[src/rtl/seven_serial_adder_if.sv]
// Request/result bundle for the bit-serial operand restorer.
// The master drives the request; the slave (the adder) drives the result.
interface seven_serial_adder_if #(
    parameter int unsigned WIDTH = 7
);
    logic                   start;
    logic [2*WIDTH-1:0]     diff;
    logic [WIDTH-1:0]       b;
    logic                   busy;
    logic                   done;
    logic [WIDTH-1:0]       sum;
    logic                   err;

    modport master (
        output start, diff, b,
        input  busy, done, sum, err
    );

    modport slave (
        input  start, diff, b,
        output busy, done, sum, err
    );
endinterface

[src/rtl/seven_serial_adder.sv]
// Bit-serial operand restorer: rebuilds a = diff + b one bit per clock through a
// single full-adder cell, flagging bad sign extension or an out-of-range result.
module seven_serial_adder #(
    parameter int unsigned WIDTH = 7
) (
    input  logic                 clk,
    input  logic                 reset_n,
    seven_serial_adder_if.slave  bus
);
    localparam int unsigned ADD_W = WIDTH + 1;
    localparam int unsigned CNT_W = $clog2(WIDTH + 1);

    typedef enum logic {IDLE, ADD} state_t;

    state_t             state, state_nxt;
    logic [ADD_W-1:0]   x, x_nxt;
    logic [ADD_W-1:0]   y, y_nxt;
    logic [ADD_W-1:0]   res, res_nxt;
    logic [CNT_W-1:0]   cnt, cnt_nxt;
    logic               carry, carry_nxt;
    logic               ext_err, ext_err_nxt;
    logic               busy_q, busy_nxt;
    logic               done_q, done_nxt;
    logic [WIDTH-1:0]   sum_q, sum_nxt;
    logic               err_q, err_nxt;
    logic               s_bit;

    // State and datapath registers
    always_ff @(posedge clk) begin
        if (!reset_n) begin
            state   <= IDLE;
            x       <= '0;
            y       <= '0;
            res     <= '0;
            cnt     <= '0;
            carry   <= 1'b0;
            ext_err <= 1'b0;
            busy_q  <= 1'b0;
            done_q  <= 1'b0;
            sum_q   <= '0;
            err_q   <= 1'b0;
        end else begin
            state   <= state_nxt;
            x       <= x_nxt;
            y       <= y_nxt;
            res     <= res_nxt;
            cnt     <= cnt_nxt;
            carry   <= carry_nxt;
            ext_err <= ext_err_nxt;
            busy_q  <= busy_nxt;
            done_q  <= done_nxt;
            sum_q   <= sum_nxt;
            err_q   <= err_nxt;
        end
    end

    // Next-state, serial full-adder step and result load
    always_comb begin
        state_nxt   = state;
        x_nxt       = x;
        y_nxt       = y;
        res_nxt     = res;
        cnt_nxt     = cnt;
        carry_nxt   = carry;
        ext_err_nxt = ext_err;
        sum_nxt     = sum_q;
        err_nxt     = err_q;
        done_nxt    = 1'b0;
        s_bit       = 1'b0;

        case (state)
            IDLE: begin
                if (bus.start) begin
                    x_nxt       = bus.diff[WIDTH:0];
                    y_nxt       = {1'b0, bus.b};
                    res_nxt     = '0;
                    carry_nxt   = 1'b0;
                    cnt_nxt     = '0;
                    ext_err_nxt = (bus.diff[2*WIDTH-1:WIDTH+1] != {(WIDTH-1){bus.diff[WIDTH]}});
                    state_nxt   = ADD;
                end
            end
            ADD: begin
                s_bit     = x[0] ^ y[0] ^ carry;
                carry_nxt = (x[0] & y[0]) | (x[0] & carry) | (y[0] & carry);
                x_nxt     = x >> 1;
                y_nxt     = y >> 1;
                res_nxt   = {s_bit, res[ADD_W-1:1]};
                cnt_nxt   = cnt + CNT_W'(1);
                // Bit WIDTH of the modular sum is set exactly when the result leaves 0..2^WIDTH-1
                if (cnt == CNT_W'(WIDTH)) begin
                    sum_nxt   = res_nxt[WIDTH-1:0];
                    err_nxt   = res_nxt[WIDTH] | ext_err;
                    done_nxt  = 1'b1;
                    state_nxt = IDLE;
                end
            end
            default: state_nxt = IDLE;
        endcase
    end

    assign busy_nxt = (state_nxt == ADD);

    assign bus.busy = busy_q;
    assign bus.done = done_q;
    assign bus.sum  = sum_q;
    assign bus.err  = err_q;
endmodule
[src/flat_wrapper.sv]
// flat-port wrapper written by rule: the top's interface ports become plain ports
module seven_serial_adder_flat 
#(
    parameter int unsigned WIDTH = 7
)
  (clk, reset_n, bus_start, bus_diff, bus_b, bus_busy, bus_done, bus_sum, bus_err);
  seven_serial_adder_if #(.WIDTH(WIDTH)) bus_i ();
  input  logic clk;
  input  logic reset_n;
  input wire logic [$bits(bus_i.start)-1:0] bus_start;
  input wire logic [$bits(bus_i.diff)-1:0] bus_diff;
  input wire logic [$bits(bus_i.b)-1:0] bus_b;
  output wire logic [$bits(bus_i.busy)-1:0] bus_busy;
  output wire logic [$bits(bus_i.done)-1:0] bus_done;
  output wire logic [$bits(bus_i.sum)-1:0] bus_sum;
  output wire logic [$bits(bus_i.err)-1:0] bus_err;
  assign bus_i.start = bus_start;
  assign bus_i.diff = bus_diff;
  assign bus_i.b = bus_b;
  assign bus_busy = bus_i.busy;
  assign bus_done = bus_i.done;
  assign bus_sum = bus_i.sum;
  assign bus_err = bus_i.err;
  seven_serial_adder #(.WIDTH(WIDTH)) u_core (.clk(clk), .reset_n(reset_n), .bus(bus_i));
endmodule
[config.mk]
export PLATFORM = sky130hd
export DESIGN_NAME = seven_serial_adder_flat
export DESIGN_NICKNAME = d
export VERILOG_FILES = /design/src/rtl/seven_serial_adder_if.sv /design/src/rtl/seven_serial_adder.sv /design/src/flat_wrapper.sv
export SDC_FILE = /design/constraint.sdc
export NUM_CORES = 1
export LEC_CHECK = 0
export CAP_MARGIN = 20
export CELL_PAD_IN_SITES_DETAIL_PLACEMENT = 1
export CELL_PAD_IN_SITES_GLOBAL_PLACEMENT = 1
export CORE_MARGIN = 2
export CORE_UTILIZATION = 31
export DETAILED_ROUTE_END_ITERATION = 16
export PLACE_DENSITY = 0.65
export SYNTH_ARGS = -nofsm -noshare
export SYNTH_HDL_FRONTEND = slang
export SYNTH_SLANG_ARGS = --single-unit
[constraint.sdc]
create_clock -name clk -period 1.9 [get_ports clk]
set_input_delay 0.285 -clock clk [delete_from_list [all_inputs] [get_ports clk]]
set_output_delay 0.285 -clock clk [all_outputs]
set_load 0.01 [all_outputs]
# Yosys cells after proc, flatten, opt, wreduce, memory -nomap -nowiden
# Index checks and enable logic that the tools add are counted.
# op_classes
eq_ne,3
bitwise,9
add_sub_neg,1
reduce_logical,3
muxes,14
# op_table
operator,count
one-hot mux 8 bit (2 select lines),3
2-to-1 mux 8 bit,3
!= test 6 bit,1
one-hot mux 3 bit (2 select lines),1
AND reduction 2 bit,3
2-to-1 mux 1 bit,4
one-hot mux 1 bit (2 select lines),2
"adder 3 x 1 -> 3 bit, second input constant",1
AND 1 bit,3
"== test 3 bit, second input constant",1
2-to-1 mux 3 bit,1
OR 1 bit,3
"!= test 2 bit, second input constant",1
bitwise XOR 1 bit,2
NOT 1 bit,1
# totals
out_inout_bits,10
ff_bits,39

# Depth between registers and ports, before layout
# depth
ltp_word,4
ltp_mapped,6

# Least setup slack after synthesis
# OpenSTA, ideal clock, no wires.
# synth_path
path_kind,reg2reg
from,register u_core.cnt[0]
to,"register u_core.err_q, in the netlist u_core.bus.err"
n_path_buf,1
setup_ps,120
synth_period_minus_slack_ps,1227
path_stages_with_launch,7
required_ps,1780
t_arrival_ps,1107
setup_slack_ps,673
cell_sequence,dfxtp_1 ha_1 ha_1 and2_1 buf_4 nor2_1 nor3b_1
# synth_via
elab_chain_len,2
# synth_lines
item,line_no,source
start: declaration,seven_serial_adder.sv:19,"logic [CNT_W-1:0] cnt, cnt_nxt;"
start signal: assignment,seven_serial_adder.sv:47,cnt <= cnt_nxt;
== test 3 bit,seven_serial_adder.sv:91,if (cnt == CNT_W'(WIDTH)) begin
AND reduction 2 bit (no source line),n/a,
end signal: assignment,seven_serial_adder.sv:53,err_q <= err_nxt;
end: declaration,seven_serial_adder.sv:25,"logic err_q, err_nxt;"
# Every way passes these cells.
# A chain may end at the register's enable or synchronous reset.

# Worst setup path in the final report
# layout_path
from,"register u_core.busy_q, in the netlist u_core.bus.busy"
to,output bus_busy
# layout_rtl
item,line_no,source
start: declaration,seven_serial_adder.sv:22,"logic busy_q, busy_nxt;"
start signal: assignment,seven_serial_adder.sv:50,busy_q <= busy_nxt;
end: declaration,flat_wrapper.sv:13,output wire logic [$bits(bus_i.busy)-1:0] bus_busy;
# No word-level cell between the ends.

==> out/results.tsv <==
metric	value	unit
status	complete, no violations	
I/O pins	34	
Main synth FF type	dfxtp_1	
synth warn	0	
Final Hold Viols	0	
Multi-input gate area	808	um2
Die Y	77.1	um
Placed Area	0.00201	mm2
WL met2	1770	um
Buf/Inv on CP	1	
WP data required	1.62	ns
detailed-placement wirelength estimate	2470	um
synth-to-layout area growth	28.4	%
cell count after synthesis	180	
Cell Pwr Density	798	mW/mm2
critical path startpoint category	register	
drt drc	0	
setup ws final	0.233	ns
Seq pwr share	0.483	
cells along the critical path	clkdlybuf4s50_1	
clock share of power	0.415	
max incr delay on CP	0.60	ns
Final ANT Viol Nets	0	
min cycle time layout	1.67	ns
crit path kind	reg -> out	
Worst Skew	0.00567	ns
CTS sink count	37	
global-route wire length before repair	6110	um
Std-Cell Core Area	0.00514	mm2
worst IR drop on VDD	0.487	mV
Synth async-reset ratio	0	
share of cells above drive strength 1	0.0566	
post-layout instance area	0.00213	mm2
WHS	0.460	ns
gr ovfl total	0	
DIE WIDTH	77.1	um
top routing layer in use	met4	
crit-path leading delay family	buffers and inverters	
NetSw	0.367	mW
fin. max-slew vios	0	
Post-Syn Nets	207	
Commonest cells post-synth	37 x dfxtp_1, 28 x nand2_1, 16 x mux2i_1, 14 x and2_1, 12 x nor3b_1	
Placer Congestion	0.697	
Layout Cells excl Fill	282	
switching share of total power	0.216	
total of max-cap violations	0	
Placed Cells	274	
part of the cycle the worst path needs	0.877	
root buf cell	clkbuf_8	
# resized after CTS	0	
drt via density	4.64	
P_leak	0.784	nW
cts hold-fix bufs	0	
unrepaired setup endpoints after global routing	no	
cell with the most instances after synthesis	dfxtp_1	
WP data arrival	1.38	ns
fill cell count	641	
sequential share of the synthesized area	0.447	
Num CTS Buffers	5	
largest net degree at the start of global routing	37	
Die Area	0.00594	mm2
Clk Latency, worst-skew pair	0.28	ns
Post-Route WL	3510	um
Worst setup EP type	output port	
Post-CTS Setup Inserts	0	
post-synth cell types	26	
Avg Cell Area, Syn	9.20	um2
setup_tns	0	ns
Worst-path clk slew	0.07	ns
#FFs+latches synth	37	
pre-CTS WS	0.293	ns
Site Rows	26	
Internal	1.33	mW
post-synth top area cell	dfxtp_1	
fmax	600	MHz
CP max FO	9	
# diodes	0	
top-area cell type share of the netlist area	0.447	
Via Count	1309	
gr usage total	0.129	
Logic pwr share	0.102	
Clock Path Buffers	2	
initial antenna violation count	0	
Register Area	741	um2
M1 WL	1560	um
post-DR wirelength/cell	12.5	um
H-tree depth	2	
CP max-delay cell	clkdlybuf4s50_1	
EDFF count, synth	0	
IO Port Bufs	33	
cell area after synthesis	0.00166	mm2
Initial DRC Count	73	
Layout Nets	238	
Pre-Repair DR Iteration Count	4	
number of global-route vias before repair	1367	
CTS tree	yes	
worst hold path class	reg -> reg	
slew margin rel.	0.781	
met3 wire length	137	um
final setup fails	0	
Area contributors post-synth	dfxtp_1 45%, mux2i_1 9.7%, nand2_1 6.3%	
Worst Max-Slew Pin Slew	0.329	ns
Starting Density	0.322	
## state kept, by name, summed over array words and instances (netlist names)
register / flops
u_core.bus.busy: 1
u_core.bus.done: 1
u_core.bus.err: 1
u_core.bus.sum: 7
u_core.carry: 1
u_core.cnt: 3
u_core.ext_err: 1
u_core.res: 7
u_core.x: 8
u_core.y: 7
## routing by layer
layer  up-vias  track usage
met5         -            0
met4         0       0.0482
met3         5       0.0376
met2        23        0.227
met1       617        0.147
li1        664            -
## worst min-delay path: stages (launching register included)
cell	delay (ns)
dfxtp_1	0.31
nand2_1	0.04
a21boi_0	0.06
## power by group through the flow
stage	sequential (mW)	clock (mW)	combinational, mW
2_1_floorplan	0.830	0	0.113
3_3_place_gp	0.835	0	0.168
3_5_place_dp	0.837	0	0.176
4_1_cts	0.819	0.722	0.177
5_1_grt	0.823	0.763	0.193
6_report	0.819	0.703	0.174
## cells in the final DEF, fill, tap and decap left out, drive strengths merged
cell and n:
a21boi 7, a21oi 11, and2 14, and2b 1
and3 1, buf 4, bufinv 1, clkbuf 7
clkdlybuf4s50 33, dfxtp 37, fa 1, ha 2
mux2i 16, nand2 29, nand2b 1, nand3 1
nand4 1, nor2 4, nor2b 11, nor3 2
nor3b 12, nor4 1, o21ai 15
## stage by stage
step / utilization / power, mW
2_1_floorplan: - / 0.943
3_3_place_gp: 0.391 / 1.00
3_5_place_dp: 0.391 / 1.01
4_1_cts: 0.414 / 1.72
5_1_grt: 0.414 / 1.78
6_report: 0.414 / 1.70
## kinds of logic (layout without fill, tap and decap cells)
logic type	count (synthesis)	in the layout	synth area share
and+or+nand+nor	78	78	0.254
AOI/OAI and AO/OA	33	33	0.110
muxes	16	16	0.0967
buffers and inverters	13	45	0.0642
DFF	37	37	0.447
adders and majority gates	3	3	0.0272
## worst paths after layout
check                         start                end  slack [ns]  cells past startpoint
hold / removal    u_core.bus.sum[0]  u_core.bus.sum[0]        0.46                      2
setup reg to reg      u_core.cnt[0]     u_core.bus.err        0.49                      5
hold reg to reg   u_core.bus.sum[0]  u_core.bus.sum[0]        0.46                      2
setup / recovery    u_core.bus.busy           bus_busy        0.23                      1
## layout make-up
type | instances | area share
Multi-Input combinational cell | 130 | 0.380
Sequential cell | 37 | 0.348
Timing Repair Buffer | 37 | 0.175
Tap cell | 70 | 0.0412
Clock buffer | 7 | 0.0406
Clock inverter | 1 | 0.0141
No activity file was read; power rests on OpenSTA's default activity.
==> variant 1, RTL diff (config.mk and constraints unchanged) <==
Make the reset (`reset_n`) asynchronous in one clocked block.
--- a/src/rtl/seven_serial_adder.sv
+++ b/src/rtl/seven_serial_adder.sv
@@ -26,7 +26,7 @@
     logic               s_bit;
 
     // State and datapath registers
-    always_ff @(posedge clk) begin
+    always_ff @(posedge clk or negedge reset_n) begin
         if (!reset_n) begin
             state   <= IDLE;
             x       <= '0;
Behaviour: differs if reset_n is asserted again (counterexample within 4 cycles, from zero or initial values and one cycle with reset_n low); with reset_n held inactive, the same outputs for 10 cycles.
==> variant 1 against the original RTL <==
Critical endpoint unchanged; area after synthesis down 5.7%; highest routed layer unchanged; sequential cell count unchanged; design area down 3.6%; wire length down 9.3%; worst setup slack better by 210 ps; first-iteration DRC count down 66%; register-to-register slack worse by 30 ps.
Power is not compared: it rests on default switching activity, and its combinational part moved more than twofold at a synthesized area within 25%.
==> variant 1: results (changes against the original RTL) <==
Parameter                              Value

GRT
  Maximum number of pins on one net before global-route repair    38 (+2.7%)
  GR Layer Usage met2    21.5% (-1.2 points)
  First-pass GRT wire length    5.32 mm (-13%)
  GRT Util Overall    12.8% (-0.055 points)
  Met3 GRT Util    3.35% (-0.42 points)
  Met1 Use GR    15.5% (+0.78 points)

Placed design
  Total half-perimeter wirelength after legalization and detailed placement    2.35 mm (-4.6%)
  Global placement routability congestion    0.701 (+0.59%)

Power and ir drop
  Fraction of power consumed by combinational cells    between 30% and 40%
  Portion of total power attributed to sequential cells    46.2%
  Net load switching power    888 uW
  P_leak    0.930 nW

Routing
  Top Metal Used    met4
  Overall via count from detail_route    1104 (-16%)
  Routed length on met3    135 um (-1.5%)
  DRC violation total after the first TritonRoute iteration    25 (-66%)
  Wire length on met1    1.35 mm (-14%)
  Drt first pass iters    4 (unchanged)
  Total length of routed met2 wires    1.67 mm (-5.6%)
  Total Wirelength    3.19 mm (-9.3%)

Synth
  Sequential share of the synthesized area    59.3% (+15 points)
  Leading post-synthesis cells by cell area    sky130_fd_sc_hd__dfrtp_1 59%, sky130_fd_sc_hd__mux2i_1 9.6%, sky130_fd_sc_hd__o21ai_0 6.1%, sky130_fd_sc_hd__mux2_2 5.8%, sky130_fd_sc_hd__nand2_1 4.3%
  Post-synth top cells    37 x sky130_fd_sc_hd__dfrtp_1, 19 x sky130_fd_sc_hd__o21ai_0, 18 x sky130_fd_sc_hd__nand2_1
  Fraction of registers with async set/reset    100% (+100 points)
  Post-Syn Nets    158 (-24%)
  Library cells used by synthesis    20 (-23%)
  Post-synthesis adder-cell area fraction    2.89% (+0.17 points)
  Proportion of synthesized area in mux cells    15.4% (+5.7 points)
  Post-synthesis compound-gate area fraction    10.0% (-1.0 points)
  Yosys warning count    0 (unchanged)

Finish
  Final net count    195 (-18%)
  Share of post-route cells with drive strength above 1    13.0% (+7.4 points)

Worst setup path
  Biggest fanout along the worst timing path    2 (-7)
  Max incr delay on CP    540 ps (-60 ps)
  Cell family with most CP delay    buffers and inverters
  Setup slack, reg-to-reg    460 ps (-30 ps)
  Arrival time of the worst setup path    1170 ps (-210 ps)
  Highest-delay cell along the critical path    sky130_fd_sc_hd__clkdlybuf4s50_1
  Count of cells along the worst register-to-register path    4 (-1)

Clocking
  Cts bufs inserted    5 (unchanged)
  Maximum count of clock buffers along a single path    2 (unchanged)

Timing
  Slew margin rel.    45.6% (-32 points)
  Final worst clock skew    7.33 ps (+1.66 ps)
  Hold Slack    89.6 ps (-371 ps)

Outcome
  Result of the run    complete, no violations

Worst hold path
  Type of the most critical hold path    input pin to async pin
## variant 1: changes by cell type in the layout (fill, tap and decap cells not counted), sizes merged, moves of 3 or more
| cell | unedited run | this run |
|---|---|---|
| dfrtp | 0 | 37 |
| dfxtp | 37 | 0 |
| and2 | 14 | 0 |
| nor3b | 12 | 0 |
| a21oi | 11 | 0 |
| nor2b | 11 | 0 |
| nand2 | 29 | 19 |
| mux2 | 0 | 8 |
| a21boi | 7 | 0 |
| a22o | 0 | 6 |
| o21ai | 15 | 19 |
| nand2b | 1 | 4 |
## variant 1: layout make-up
class / count / area, um2
sequential: 37 / 926
multi-input combinational: 85 / 594
timing repair buffer: 37 / 355
tap: 67 / 83.8
clock inverter: 2 / 10.0
fill: 524 / 2740
inverter: 2 / 7.51
clock buffer: 6 / 72.6
## variant 1: final timing paths
check / from / endpoint
max: u_core.state / bus_busy
min: reset_n / u_core.bus.sum[0]
max reg2reg: u_core.cnt[0] / u_core.bus.sum[4]
min reg2reg: u_core.bus.err / u_core.bus.err
max in group asynchronous: reset_n / u_core.y[6]
min in group clk: u_core.bus.err / u_core.bus.err
## variant 1: cell families (layout without fill, tap and decap cells)
kind of cell | Yosys count | in the layout
multiplexers | 23 | 23
buffers and inverters | 9 | 47
AO/OA/AOI/OAI | 26 | 26
AND/OR/NAND/NOR | 33 | 33
adder cells (fa/ha/maj) | 3 | 3
flip-flops | 37 | 37
## variant 1: per-stage QoR
stage	instances	total power, mW	utilization [%]	worst slack, ps	instance area [um2]
floorplan	131	1.87	-	549	1560
global placement	228	2.23	41.1	324	1970
detailed placement	228	2.31	41.1	284	1970
CTS	236	2.84	42.8	423	2050
global route	236	3.02	42.8	359	2050
finish	236	2.78	42.8	442	2050
==> variant 2, RTL diff (same flow settings) <==
Without the edit above. `WIDTH` is set to 7 in 3 places; all go to 14.
--- a/src/rtl/seven_serial_adder_if.sv
+++ b/src/rtl/seven_serial_adder_if.sv
@@ -1,7 +1,7 @@
 // Request/result bundle for the bit-serial operand restorer.
 // The master drives the request; the slave (the adder) drives the result.
 interface seven_serial_adder_if #(
-    parameter int unsigned WIDTH = 7
+    parameter int unsigned WIDTH = 14
 );
     logic                   start;
     logic [2*WIDTH-1:0]     diff;
--- a/src/rtl/seven_serial_adder.sv
+++ b/src/rtl/seven_serial_adder.sv
@@ -1,7 +1,7 @@
 // Bit-serial operand restorer: rebuilds a = diff + b one bit per clock through a
 // single full-adder cell, flagging bad sign extension or an out-of-range result.
 module seven_serial_adder #(
-    parameter int unsigned WIDTH = 7
+    parameter int unsigned WIDTH = 14
 ) (
     input  logic                 clk,
     input  logic                 reset_n,
--- a/src/flat_wrapper.sv
+++ b/src/flat_wrapper.sv
@@ -1,7 +1,7 @@
 // flat-port wrapper written by rule: the top's interface ports become plain ports
 module seven_serial_adder_flat 
 #(
-    parameter int unsigned WIDTH = 7
+    parameter int unsigned WIDTH = 14
 )
   (clk, reset_n, bus_start, bus_diff, bus_b, bus_busy, bus_done, bus_sum, bus_err);
   seven_serial_adder_if #(.WIDTH(WIDTH)) bus_i ();
Interface: changed (resized bus_b, bus_diff and bus_sum); port bits go from 34 to 62. No check against the original RTL was run, so the function may have changed too.
==> variant 2 against the original RTL <==
Worst setup slack got worse by 120 ps; clock skew up 5.3 ps; area after synthesis increased by 82%; sequential cell count up 29; largest cell class unchanged; wire length rose by 89%; critical endpoint unchanged; power grew 81%; design area grew 84%; clock power grew 85%.
==> variant 2: results (changes against the original RTL) <==
Parameter                              Value

Outcome
  Result of the run    complete, no violations

Worst setup path
  Worst Setup SP    u_core.bus.busy
  Biggest fanout along the worst timing path    55 (+46)
  Max incr delay on CP    580 ps (-20 ps)
  Arrival time of the worst setup path    1500 ps (+120 ps)
  Setup slack, reg-to-reg    440 ps (-50 ps)
  Terminus of the critical flop-to-flop path    u_core.bus.sum[13]
  Count of cells along the worst register-to-register path    4 (-1)
  RR Startpoint    u_core.cnt[1]

Synth
  Library cells used by synthesis    33 (+27%)
  Post-Syn Nets    383 (+85%)
  Sequential share of the synthesized area    43.8% (-0.98 points)
  Ys flop type    sky130_fd_sc_hd__dfxtp_1
  Post-synth top cells    66 x sky130_fd_sc_hd__dfxtp_1, 50 x sky130_fd_sc_hd__nand2_1, 30 x sky130_fd_sc_hd__mux2i_1
  Leading post-synthesis cells by cell area    sky130_fd_sc_hd__dfxtp_1 44%, sky130_fd_sc_hd__mux2i_1 9.9%, sky130_fd_sc_hd__nand2_1 6.2%, sky130_fd_sc_hd__and2_1 6.0%, sky130_fd_sc_hd__nor3b_1 4.5%

Timing
  Transition at the pin with the smallest max-transition slack    420 ps (+91.5 ps)
  Final worst clock skew    11.0 ps (+5.30 ps)

Routing
  DRC violation total after the first TritonRoute iteration    76 (+4.1%)
  Drt via density    4.58 (-1.3%)
  Total Wirelength    6.64 mm (+89%)

Worst hold path
  Worst hold path stage count    2 (unchanged)
  Type of the most critical hold path    input pin to flip-flop
  Critical hold path startpoint    reset_n
  Worst-case hold path end point    u_core.cnt[1]

Finish
  Final net count    435 (+83%)
  Filler Cells Inserted    1132 (+77%)
  Share of post-route cells with drive strength above 1    11.0% (+5.3 points)
  Flip-flop count of the largest register, all copies and words added    15 (+7)

GRT
  Vias in the first global route    2329 (+70%)
  Maximum number of pins on one net before global-route repair    56 (+51%)
  First-pass GRT wire length    10.8 mm (+77%)
  GRT Util Overall    13.3% (+0.35 points)

Placed design
  Total half-perimeter wirelength after legalization and detailed placement    4.47 mm (+81%)
  Global placement routability congestion    0.727 (+4.3%)
  Port buffer count    61 (+85%)

Power and ir drop
  P_leak    1.41 nW (+80%)
  Max IR drop VDD    0.379 mV (-22%)

Clocking
  H-Tree Depth    3 (+1)
  Cts bufs inserted    9 (+4)
  Clock insertion delay at the later pin of the skew report    340 ps (+60 ps)
variant 2: cell types whose count changed after synthesis, moves of 8 or more:
cell                       delta
sky130_fd_sc_hd__dfxtp_1     +29
sky130_fd_sc_hd__nand2_1     +22
sky130_fd_sc_hd__and2_1      +15
sky130_fd_sc_hd__mux2i_1     +14
sky130_fd_sc_hd__o21ai_1     +14
sky130_fd_sc_hd__a21boi_2     +8
sky130_fd_sc_hd__nor2b_1      +8
variant 2: cell type report:
class | instances | area, um2 | share of cell area [%]
Inverter | 2 | 7.51 | 0.192
Timing Repair Buffer | 67 | 671 | 17.1
Sequential cell | 66 | 1320 | 33.8
Multi-Input combinational cell | 241 | 1530 | 39.1
Clock inverter | 7 | 93.8 | 2.40
Tap cell | 133 | 166 | 4.25
Clock buffer | 9 | 124 | 3.16
variant 2: logic make-up after synthesis:
kind of cell             Yosys count  synth area share [%]
AND/OR/NAND/NOR                  142                  25.8
flip-flops                        66                  43.8
adder cells (fa/ha/maj)            3                  1.49
AO/OA/AOI/OAI                     66                  13.4
multiplexers                      30                  9.95
buffers and inverters             28                  5.59
variant 2: worst max path at each step:
stage / end
after global routing: bus_busy
after floorplan: u_core.bus.done
after CTS: bus_busy
after detailed placement: u_core.bus.sum[13]
after global placement: u_core.bus.err
final: bus_busy
variant 2: through the flow:
stage / setup slack (ps) / utilization (%) / cells / hold WS [ps] / area, um2
2_1_floorplan: 562 / - / 335 / 426 / 3020
3_3_place_gp: 279 / 38.5 / 509 / 441 / 3700
3_5_place_dp: 205 / 38.5 / 509 / 443 / 3700
4_1_cts: 71.4 / 40.8 / 525 / 308 / 3910
5_1_grt: 20.2 / 40.8 / 525 / 344 / 3920
6_report: 111 / 40.8 / 525 / 319 / 3920
variant 2: repair_timing:
item                       in CTS  in global routing
buffers inserted                0                  0
gates resized for setup         0                  1
setup endpoints to repair       0                  1
variant 2: metal layers:
layer | vias up | part of all wire, % | GRT usage, %
met2 | 40 | 46 | 21.2
li1 | 1232 | - | -
met1 | 1122 | 49 | 17.1
met3 | 12 | 2.9 | 2.78
met5 | - | 0 | 0
met4 | 0 | 2.2 | 6.46
variant 2: worst max-delay path, delay by kind of cell, from the launching register on:
kind	cells	cell delay, ps
flops	1	350
buf+inv	2	810
variant 2: power by group:
part           switching, mW  internal, mW  leakage [nW]  total, mW
combinational          0.141         0.180         0.766      0.321
sequential            0.0267          1.43         0.537       1.45
clock                  0.561         0.736         0.105       1.30
total                  0.729          2.34          1.41       3.07
